$ cat src/rtl/wave_fetch_sequencer_pkg.sv
// -----------------------------------------------------------------------------
// wave_fetch_sequencer_pkg
//
// Purpose : Shared definitions for the waveform fetch sequencer.
//           - FSM state encoding of the fetch sequencer
//           - Waveform table (memory channel) select constants
//           - Default widths and table depth
//
// Ports   : none (package)
// -----------------------------------------------------------------------------
package wave_fetch_sequencer_pkg;

    // Default geometry of the waveform tables and the phase accumulator.
    localparam int unsigned SIZE_DEF    = 12;    // sample width in bits
    localparam int unsigned LOGSIZE_DEF = 10;    // table address width
    localparam int unsigned N_DEF       = 1024;  // table depth, 2**LOGSIZE_DEF
    localparam int unsigned ACC_W_DEF   = 24;    // phase accumulator width

    // Table select as seen on mem_channel.
    localparam logic CH_SINE = 1'b0;
    localparam logic CH_TRI  = 1'b1;

    // Fetch sequencer states.
    //   ST_IDLE  : waiting for an enabled tick
    //   ST_ISSUE : read strobe on the memory interface
    //   ST_WAIT  : memory returns the sample; captured on the way out
    typedef enum logic [1:0] {
        ST_IDLE  = 2'd0,
        ST_ISSUE = 2'd1,
        ST_WAIT  = 2'd2
    } fetch_state_e;

endpackage : wave_fetch_sequencer_pkg

$ cat src/rtl/wave_fetch_sequencer_phase_accumulator.sv
// -----------------------------------------------------------------------------
// wave_fetch_sequencer_phase_accumulator
//
// Purpose : Phase accumulator of the waveform generator. Holds the running
//           phase, advances it by the tuning word once per completed fetch,
//           and exposes the top logsize bits as the table index.
//
// Ports   :
//   clk        in   system clock
//   rst_n      in   asynchronous active-low reset (phase -> 0)
//   clr_i      in   synchronous clear; wins over advance_i
//   advance_i  in   add tune_i to the phase on this edge
//   tune_i     in   phase increment, unsigned, ACC_W bits
//   addr_o     out  table index = acc[ACC_W-1 -: logsize]
// -----------------------------------------------------------------------------
module wave_fetch_sequencer_phase_accumulator
    import wave_fetch_sequencer_pkg::*;
#(
    parameter int unsigned ACC_W   = ACC_W_DEF,
    parameter int unsigned logsize = LOGSIZE_DEF
) (
    input  logic               clk,
    input  logic               rst_n,
    input  logic               clr_i,
    input  logic               advance_i,
    input  logic [ACC_W-1:0]   tune_i,
    output logic [logsize-1:0] addr_o
);

    logic [ACC_W-1:0] acc_q;
    logic [ACC_W-1:0] acc_d;

    // Clear has priority so a phase reset requested on the completion cycle
    // of a fetch is not lost to that fetch's accumulate. The add wraps
    // modulo 2**ACC_W by truncation, which also wraps the table index from
    // N-1 to 0 without any special case.
    always_comb begin
        // NOTE: assign a default before any branch so every path drives
        // acc_d; a missing default in always_comb infers a latch.
        acc_d = acc_q;
        if (clr_i) begin
            acc_d = '0;
        end else if (advance_i) begin
            acc_d = acc_q + tune_i;
        end
    end

    always_ff @(posedge clk or negedge rst_n) begin
        // NOTE: clocked state uses non-blocking assignments only, so every
        // register samples its inputs from before the edge.
        if (!rst_n) begin
            acc_q <= '0;
        end else begin
            acc_q <= acc_d;
        end
    end

    // Integer part of the phase selects the table entry.
    assign addr_o = acc_q[ACC_W-1 -: logsize];

endmodule : wave_fetch_sequencer_phase_accumulator

$ cat src/rtl/wave_fetch_sequencer.sv
// -----------------------------------------------------------------------------
// wave_fetch_sequencer
//
// Purpose : Initiator side of the waveform-memory read interface. Each
//           enabled sample-rate tick fetches one sample from the selected
//           table at the current phase, registers it for the DAC path with
//           a one-cycle valid strobe, and then advances the phase.
//
//           Timing, tick sampled in cycle 0:
//             cycle 1 : ISSUE, mem_read high, address/channel stable
//             cycle 2 : WAIT, mem_sample valid, captured at end of cycle
//             cycle 3 : IDLE, dac_valid high; a new tick here is accepted
//
// Ports   :
//   clk          in   system clock, rising edge
//   rst_n        in   asynchronous active-low reset
//   enable       in   1 = accept ticks; 0 = finish in-flight fetch, then idle
//   tick         in   one-cycle sample-rate strobe
//   wave_sel     in   table select for the next fetch (0 sine, 1 triangle)
//   tune         in   phase increment per sample, unsigned
//   phase_clr    in   synchronous clear of the phase accumulator
//   mem_read     out  read strobe to memory (high only in ISSUE)
//   mem_channel  out  table select to memory
//   mem_address  out  table address to memory
//   mem_sample   in   memory data, valid one cycle after mem_read
//   dac_data     out  last fetched sample
//   dac_valid    out  one-cycle pulse when dac_data updates
//   busy         out  high in ISSUE and WAIT
//   overrun      out  sticky: an enabled tick arrived while busy
// -----------------------------------------------------------------------------
module wave_fetch_sequencer
    import wave_fetch_sequencer_pkg::*;
#(
    parameter int unsigned N       = N_DEF,
    parameter int unsigned size    = SIZE_DEF,
    parameter int unsigned logsize = LOGSIZE_DEF,
    parameter int unsigned ACC_W   = ACC_W_DEF
) (
    input  logic               clk,
    input  logic               rst_n,
    input  logic               enable,
    input  logic               tick,
    input  logic               wave_sel,
    input  logic [ACC_W-1:0]   tune,
    input  logic               phase_clr,
    output logic               mem_read,
    output logic               mem_channel,
    output logic [logsize-1:0] mem_address,
    input  logic [size-1:0]    mem_sample,
    output logic [size-1:0]    dac_data,
    output logic               dac_valid,
    output logic               busy,
    output logic               overrun
);

    // The table index is a straight bit slice of the phase, which only
    // covers the whole table when the depth is an exact power of two.
    if (N != (32'd1 << logsize)) begin : g_bad_depth
        $error("wave_fetch_sequencer: N must equal 2**logsize");
    end

    if (ACC_W <= logsize) begin : g_bad_acc
        $error("wave_fetch_sequencer: ACC_W must exceed logsize");
    end

    // -------------------------------------------------------------------------
    // State and registered outputs
    // -------------------------------------------------------------------------
    fetch_state_e       state_q,       state_d;
    logic [logsize-1:0] mem_address_q, mem_address_d;
    logic               mem_channel_q, mem_channel_d;
    logic [size-1:0]    dac_data_q,    dac_data_d;
    logic               dac_valid_q,   dac_valid_d;
    logic               overrun_q,     overrun_d;

    // Strobe to the accumulator: one accumulate per completed fetch.
    logic               acc_advance;
    logic [logsize-1:0] phase_addr;

    // An enabled tick; with enable low ticks are invisible, so they neither
    // start a fetch nor count as an overrun.
    logic               tick_en;
    assign tick_en = tick & enable;

    // -------------------------------------------------------------------------
    // Phase accumulator
    // -------------------------------------------------------------------------
    // tune is only looked at on the completion edge, so changes while busy
    // take effect for the accumulate of the fetch in flight and nothing
    // earlier. phase_clr does not touch mem_address_q, so a fetch already
    // in flight keeps its latched address.
    wave_fetch_sequencer_phase_accumulator #(
        .ACC_W   (ACC_W),
        .logsize (logsize)
    ) u_phase_acc (
        .clk       (clk),
        .rst_n     (rst_n),
        .clr_i     (phase_clr),
        .advance_i (acc_advance),
        .tune_i    (tune),
        .addr_o    (phase_addr)
    );

    // -------------------------------------------------------------------------
    // Next-state and datapath control
    // -------------------------------------------------------------------------
    always_comb begin
        state_d       = state_q;
        mem_address_d = mem_address_q;
        mem_channel_d = mem_channel_q;
        dac_data_d    = dac_data_q;
        dac_valid_d   = 1'b0;
        overrun_d     = overrun_q;
        acc_advance   = 1'b0;

        unique case (state_q)
            ST_IDLE: begin
                if (tick_en) begin
                    // Address and channel are latched here and held through
                    // ISSUE and WAIT, so later wave_sel or phase changes do
                    // not disturb the fetch in flight.
                    state_d       = ST_ISSUE;
                    mem_address_d = phase_addr;
                    mem_channel_d = wave_sel;
                end
            end

            ST_ISSUE: begin
                state_d = ST_WAIT;
            end

            ST_WAIT: begin
                // Memory data is valid during this cycle only.
                state_d     = ST_IDLE;
                dac_data_d  = mem_sample;
                dac_valid_d = 1'b1;
                acc_advance = 1'b1;
            end

            default: begin
                state_d = ST_IDLE;
            end
        endcase

        // A tick that cannot be served is dropped and remembered.
        if (tick_en && (state_q != ST_IDLE)) begin
            overrun_d = 1'b1;
        end
    end

    always_ff @(posedge clk or negedge rst_n) begin
        if (!rst_n) begin
            state_q       <= ST_IDLE;
            mem_address_q <= '0;
            mem_channel_q <= CH_SINE;
            dac_data_q    <= '0;
            dac_valid_q   <= 1'b0;
            overrun_q     <= 1'b0;
        end else begin
            state_q       <= state_d;
            mem_address_q <= mem_address_d;
            mem_channel_q <= mem_channel_d;
            dac_data_q    <= dac_data_d;
            dac_valid_q   <= dac_valid_d;
            overrun_q     <= overrun_d;
        end
    end

    // -------------------------------------------------------------------------
    // Outputs
    // -------------------------------------------------------------------------
    // mem_read and busy decode the state register directly, so an
    // asynchronous reset drops them in the same instant as the state.
    assign mem_read    = (state_q == ST_ISSUE);
    assign busy        = (state_q != ST_IDLE);
    assign mem_channel = mem_channel_q;
    assign mem_address = mem_address_q;
    assign dac_data    = dac_data_q;
    assign dac_valid   = dac_valid_q;
    assign overrun     = overrun_q;

endmodule : wave_fetch_sequencer

$ cat config.mk
export PLATFORM = sky130hd
export DESIGN_NAME = wave_fetch_sequencer
export DESIGN_NICKNAME = d
export VERILOG_FILES = /design/src/rtl/wave_fetch_sequencer_pkg.sv /design/src/rtl/wave_fetch_sequencer_phase_accumulator.sv /design/src/rtl/wave_fetch_sequencer.sv
export SDC_FILE = /design/constraint.sdc
export NUM_CORES = 1
export LEC_CHECK = 0
export CAP_MARGIN = 20
export CORE_MARGIN = 1.5
export CORE_UTILIZATION = 55
export CTS_BUF_LIST = sky130_fd_sc_hd__clkbuf_16
export DETAILED_ROUTE_END_ITERATION = 10
export GPL_ROUTABILITY_DRIVEN = 1
export HOLD_SLACK_MARGIN = 0.03
export PLACE_DENSITY = 0.86
export SKIP_CTS_REPAIR_TIMING = 1
export SLEW_MARGIN = 20
export SYNTH_ARGS = -nofsm -noshare
export SYNTH_HDL_FRONTEND = slang
export SYNTH_SLANG_ARGS = --single-unit
$ cat constraint.sdc
create_clock -name clk -period 7 [get_ports clk]
set_input_delay 1.75 -clock clk [delete_from_list [all_inputs] [get_ports clk]]
set_output_delay 1.75 -clock clk [all_outputs]
set_load 0.02 [all_outputs]
==> impl_metrics.csv <==
group,metric,value,unit
status,status,"finished, final reports clean",
job,drv_cap,0,
critical_path,cp_max_fo,5,
clocking,htreeDepth,2,
global_routing,first_global_vias,2708,
yosys,yosysUniqueCellTypes,54,
yosys,synth_compound_area_frac,0.192,
yosys,synth_top_flop_cell,"dfrtp_1",
cells_and_area,final_cells,489,
yosys,synth_warnings,0,
routing,drt_iter0_markers,235,
global_routing,grt_max_degree,52,
placed_design,place_inst,481,
clocking,clock_latency,0.29,ns
yosys,synth_mux_area_frac,0.0387,
cells_and_area,drive_above_1_share,0.0791,
sta,period_share,0.606,
critical_path,path_buf_inv,1,
sta,rsz0062_at_grt,"false",
critical_path,reg2reg_depth,9,
yosys,synth_top_family_by_area,"simple AND/OR/NAND/NOR gates",
routing,wl_per_cell,15.5,microns
critical_path,cp.depth,10,
routing,vias,2880,
placed_design,io_buffers,68,
critical_path,worstPathRequired,7.22,ns
sta,tns,0,ns
routing,routed_wl,7580,microns
yosys,synth_area_leader_cell,"dfrtp_1",
placed_design,dp.final_hpwl,5280,microns
floorplanning,fp.dieArea,0.00629,sq mm
routing,drc,0,
sta,slew-limit-headroom,0.277,
placed_design,pre_cts_slack,2.56,ns
power_and_ir_drop,power.total,0.000842,W
yosys,yosys.area_share.xor_xnor,0.0328,
clocking,cts.sinks,51,
routing,drt_pass1_iterations,5,
yosys,syn_avg_cell_area,9.04,sq um
critical_path,path_class,"in2reg",
sta,worstMarginPinSlew,1.08,ns
critical_path,critPathTopFamily,"compound AO/OA/AOI/OAI gates",
critical_path,endpoint_kind,"register",
yosys,synthAdderAreaFrac,0.0962,
power_and_ir_drop,p_leak,1.90,nW
critical_path,r2r-start,"u_phase_acc.acc_q[0]",
clocking,clk_path_buf_depth,2,
sta,setup_viol,0,
global_routing,grt-ovfl-total,0,
placed_design,gp_congestion,0.882,
clocking,cts-root-buf,"clkbuf_16",
cells_and_area,n_antenna_cell,0,
critical_path,startpoint_type,"primary input",
cells_and_area,fin_nets,482,
yosys,synth-async-reset-ratio,1.00,
yosys,synthTopCellsByArea,"dfrtp_1 (40%), ha_1 (9.0%), nand2_1 (8.8%)",
worst_hold_path,hold_start,"dac_data[7]",
critical_path,reg2reg_to,"u_phase_acc.acc_q[22]",
sta,maxSlewViolCount,0,
cells_and_area,fill_cells,430,
yosys,synth-edff-count,0,
yosys,synth-simple-area-share,0.213,
critical_path,rrSetupSlack,4.27,ns
yosys,postSynthCellCount,354,
clocking,cts_made_buffers,5,
yosys,synth_common_cells,"nand2_1 (75), dfrtp_1 (51), a21oi_1 (32)",
floorplanning,num_rows,27,
sta,finalCriticalPeriod,4.24,ns
sta,max_freq,236,MHz
global_routing,antenna_found_initial,0,
power_and_ir_drop,power_density,207,mW/mm^2
clocking,cts_tree,"built",
sta,final.setup.worst_slack,2.76,ns
clocking,path_clk_slew,0.07,ns
critical_path,arrival,4.47,ns
critical_path,worst_path_largest_cell_delay,0.42,ns
floorplanning,start_util,0.574,
yosys,synth_area,0.00320,sq mm
floorplanning,io_pins,69,
floorplanning,die_w,79.3,microns
critical_path,slowest_stage,"clkdlybuf4s50_1",
yosys,yosysMostFrequentCell,"nand2_1",
yosys,seq_area_frac_synth,0.399,
sta,fin_worst_skew,0.00346,ns
global_routing,grt.total_usage,0.256,
floorplanning,core,0.00557,sq mm
routing,vias_per_cell,5.89,
cells_and_area,area_delta_synth_final,27.2,%
placed_design,placed_area,0.00393,sq mm
sta,finalHoldViolations,0,
global_routing,grt_pass1_wl,12600,microns
yosys,yosysTopAreaCellShare,0.399,
critical_path,cp-endpoint,"u_phase_acc.acc_q[22]",
routing,ant_nets,0,
power_and_ir_drop,peakVddDrop,145,uV
worst_hold_path,min_path_type,"reg2reg",
yosys,syn_nets,420,
critical_path,crit_start,"tune[0]",
floorplanning,fp.dieH,79.3,microns
cells_and_area,design_area,0.00407,sq mm
critical_path,cp_cell_sequence,"clkdlybuf4s50_1 > ha_1 > fa_1 > a21o_1 > a221oi_2 > o21a_1 > o21ai_1 > and3_1 > a311o_1 > nand3_1",
yosys,ys_ff_latch,51,
## sequential cells by signal, indices dropped and copies added, names as in the netlist
name and count:
mem_channel 1, state_q 2, dac_valid 1, u_phase_acc.acc_q 24, dac_data 12, mem_address 10, overrun 1
## layer usage
layer  up-vias  wire [microns]  track usage
li1       1396               -            -
met1      1354            3250        0.329
met2       112            3710        0.426
met3        18             426       0.0471
met4         0             184        0.104
met5         -               0            0
## final cells by class
cell class	count	area, sq um	area share
Timing Repair Buffer	71	698	0.171
Tap cell	72	90.1	0.0221
Sequential cell	51	1280	0.313
Clock inverter	3	20.0	0.00492
Multi-Input combinational cell	279	1830	0.450
Inverter	8	30.0	0.00737
Clock buffer	5	125	0.0307
## where the power goes
part | switching [W] | internal, W | leakage (nW) | total [W]
sequential | 0.0000199 | 0.000328 | 0.675 | 0.000348
combinational | 0.000133 | 0.000120 | 1.16 | 0.000253
clock | 0.000109 | 0.000132 | 0.0674 | 0.000241
total | 0.000262 | 0.000580 | 1.90 | 0.000842
## worst min-delay path, cell delays in order (launching register included)
cell	delay (ns)
dfrtp_1	0.34
nand2_1	0.05
nand2_1	0.05
## placed cells by master (no fill, tap or decap), drive strengths merged, types with 2 or more instances in the layout
| master | n |
|---|---|
| nand2 | 75 |
| clkdlybuf4s50 | 67 |
| dfrtp | 51 |
| a21oi | 33 |
| ha | 23 |
| nand3 | 15 |
| a21o | 14 |
| mux2 | 11 |
| xnor2 | 10 |
| nor2 | 10 |
| o21ai | 10 |
| inv | 7 |
| and3 | 7 |
| nor2b | 6 |
| o21a | 5 |
| a31oi | 5 |
| clkbuf | 5 |
| o211ai | 5 |
| a211oi | 4 |
| or3 | 4 |
| buf | 4 |
| nand2b | 3 |
| nor3 | 3 |
| nand4 | 3 |
| nor4b | 3 |
| or4 | 3 |
| clkinv | 3 |
| a221oi | 2 |
| a32oi | 2 |
| and2 | 2 |
| xor2 | 2 |
| a31o | 2 |
| and4 | 2 |
## cells by family after synthesis
group / count (synthesis)
AOI/OAI and AO/OA: 91
muxes: 11
DFF: 51
adders and majority gates: 24
buffers and inverters: 24
xor gates and xnor gates: 12
and+or+nand+nor: 141
## per-stage QoR
stage / hold slack (ns) / utilization
2_1_floorplan: 0.440 / -
3_3_place_gp: 0.454 / 0.704
3_5_place_dp: 0.462 / 0.704
4_1_cts: 0.478 / 0.730
5_1_grt: 0.499 / 0.731
6_report: 0.473 / 0.731
## worst min-delay path by stage
stage,end,slack [ns],cells past startpoint
floorplan,state_q[1],0.44,1
global placement,state_q[1],0.45,1
detailed placement,dac_data[7],0.46,2
CTS,state_q[1],0.48,1
global route,dac_data[7],0.50,2
finish,dac_data[7],0.47,2
Note: power is estimated with default switching activity, not from simulation.
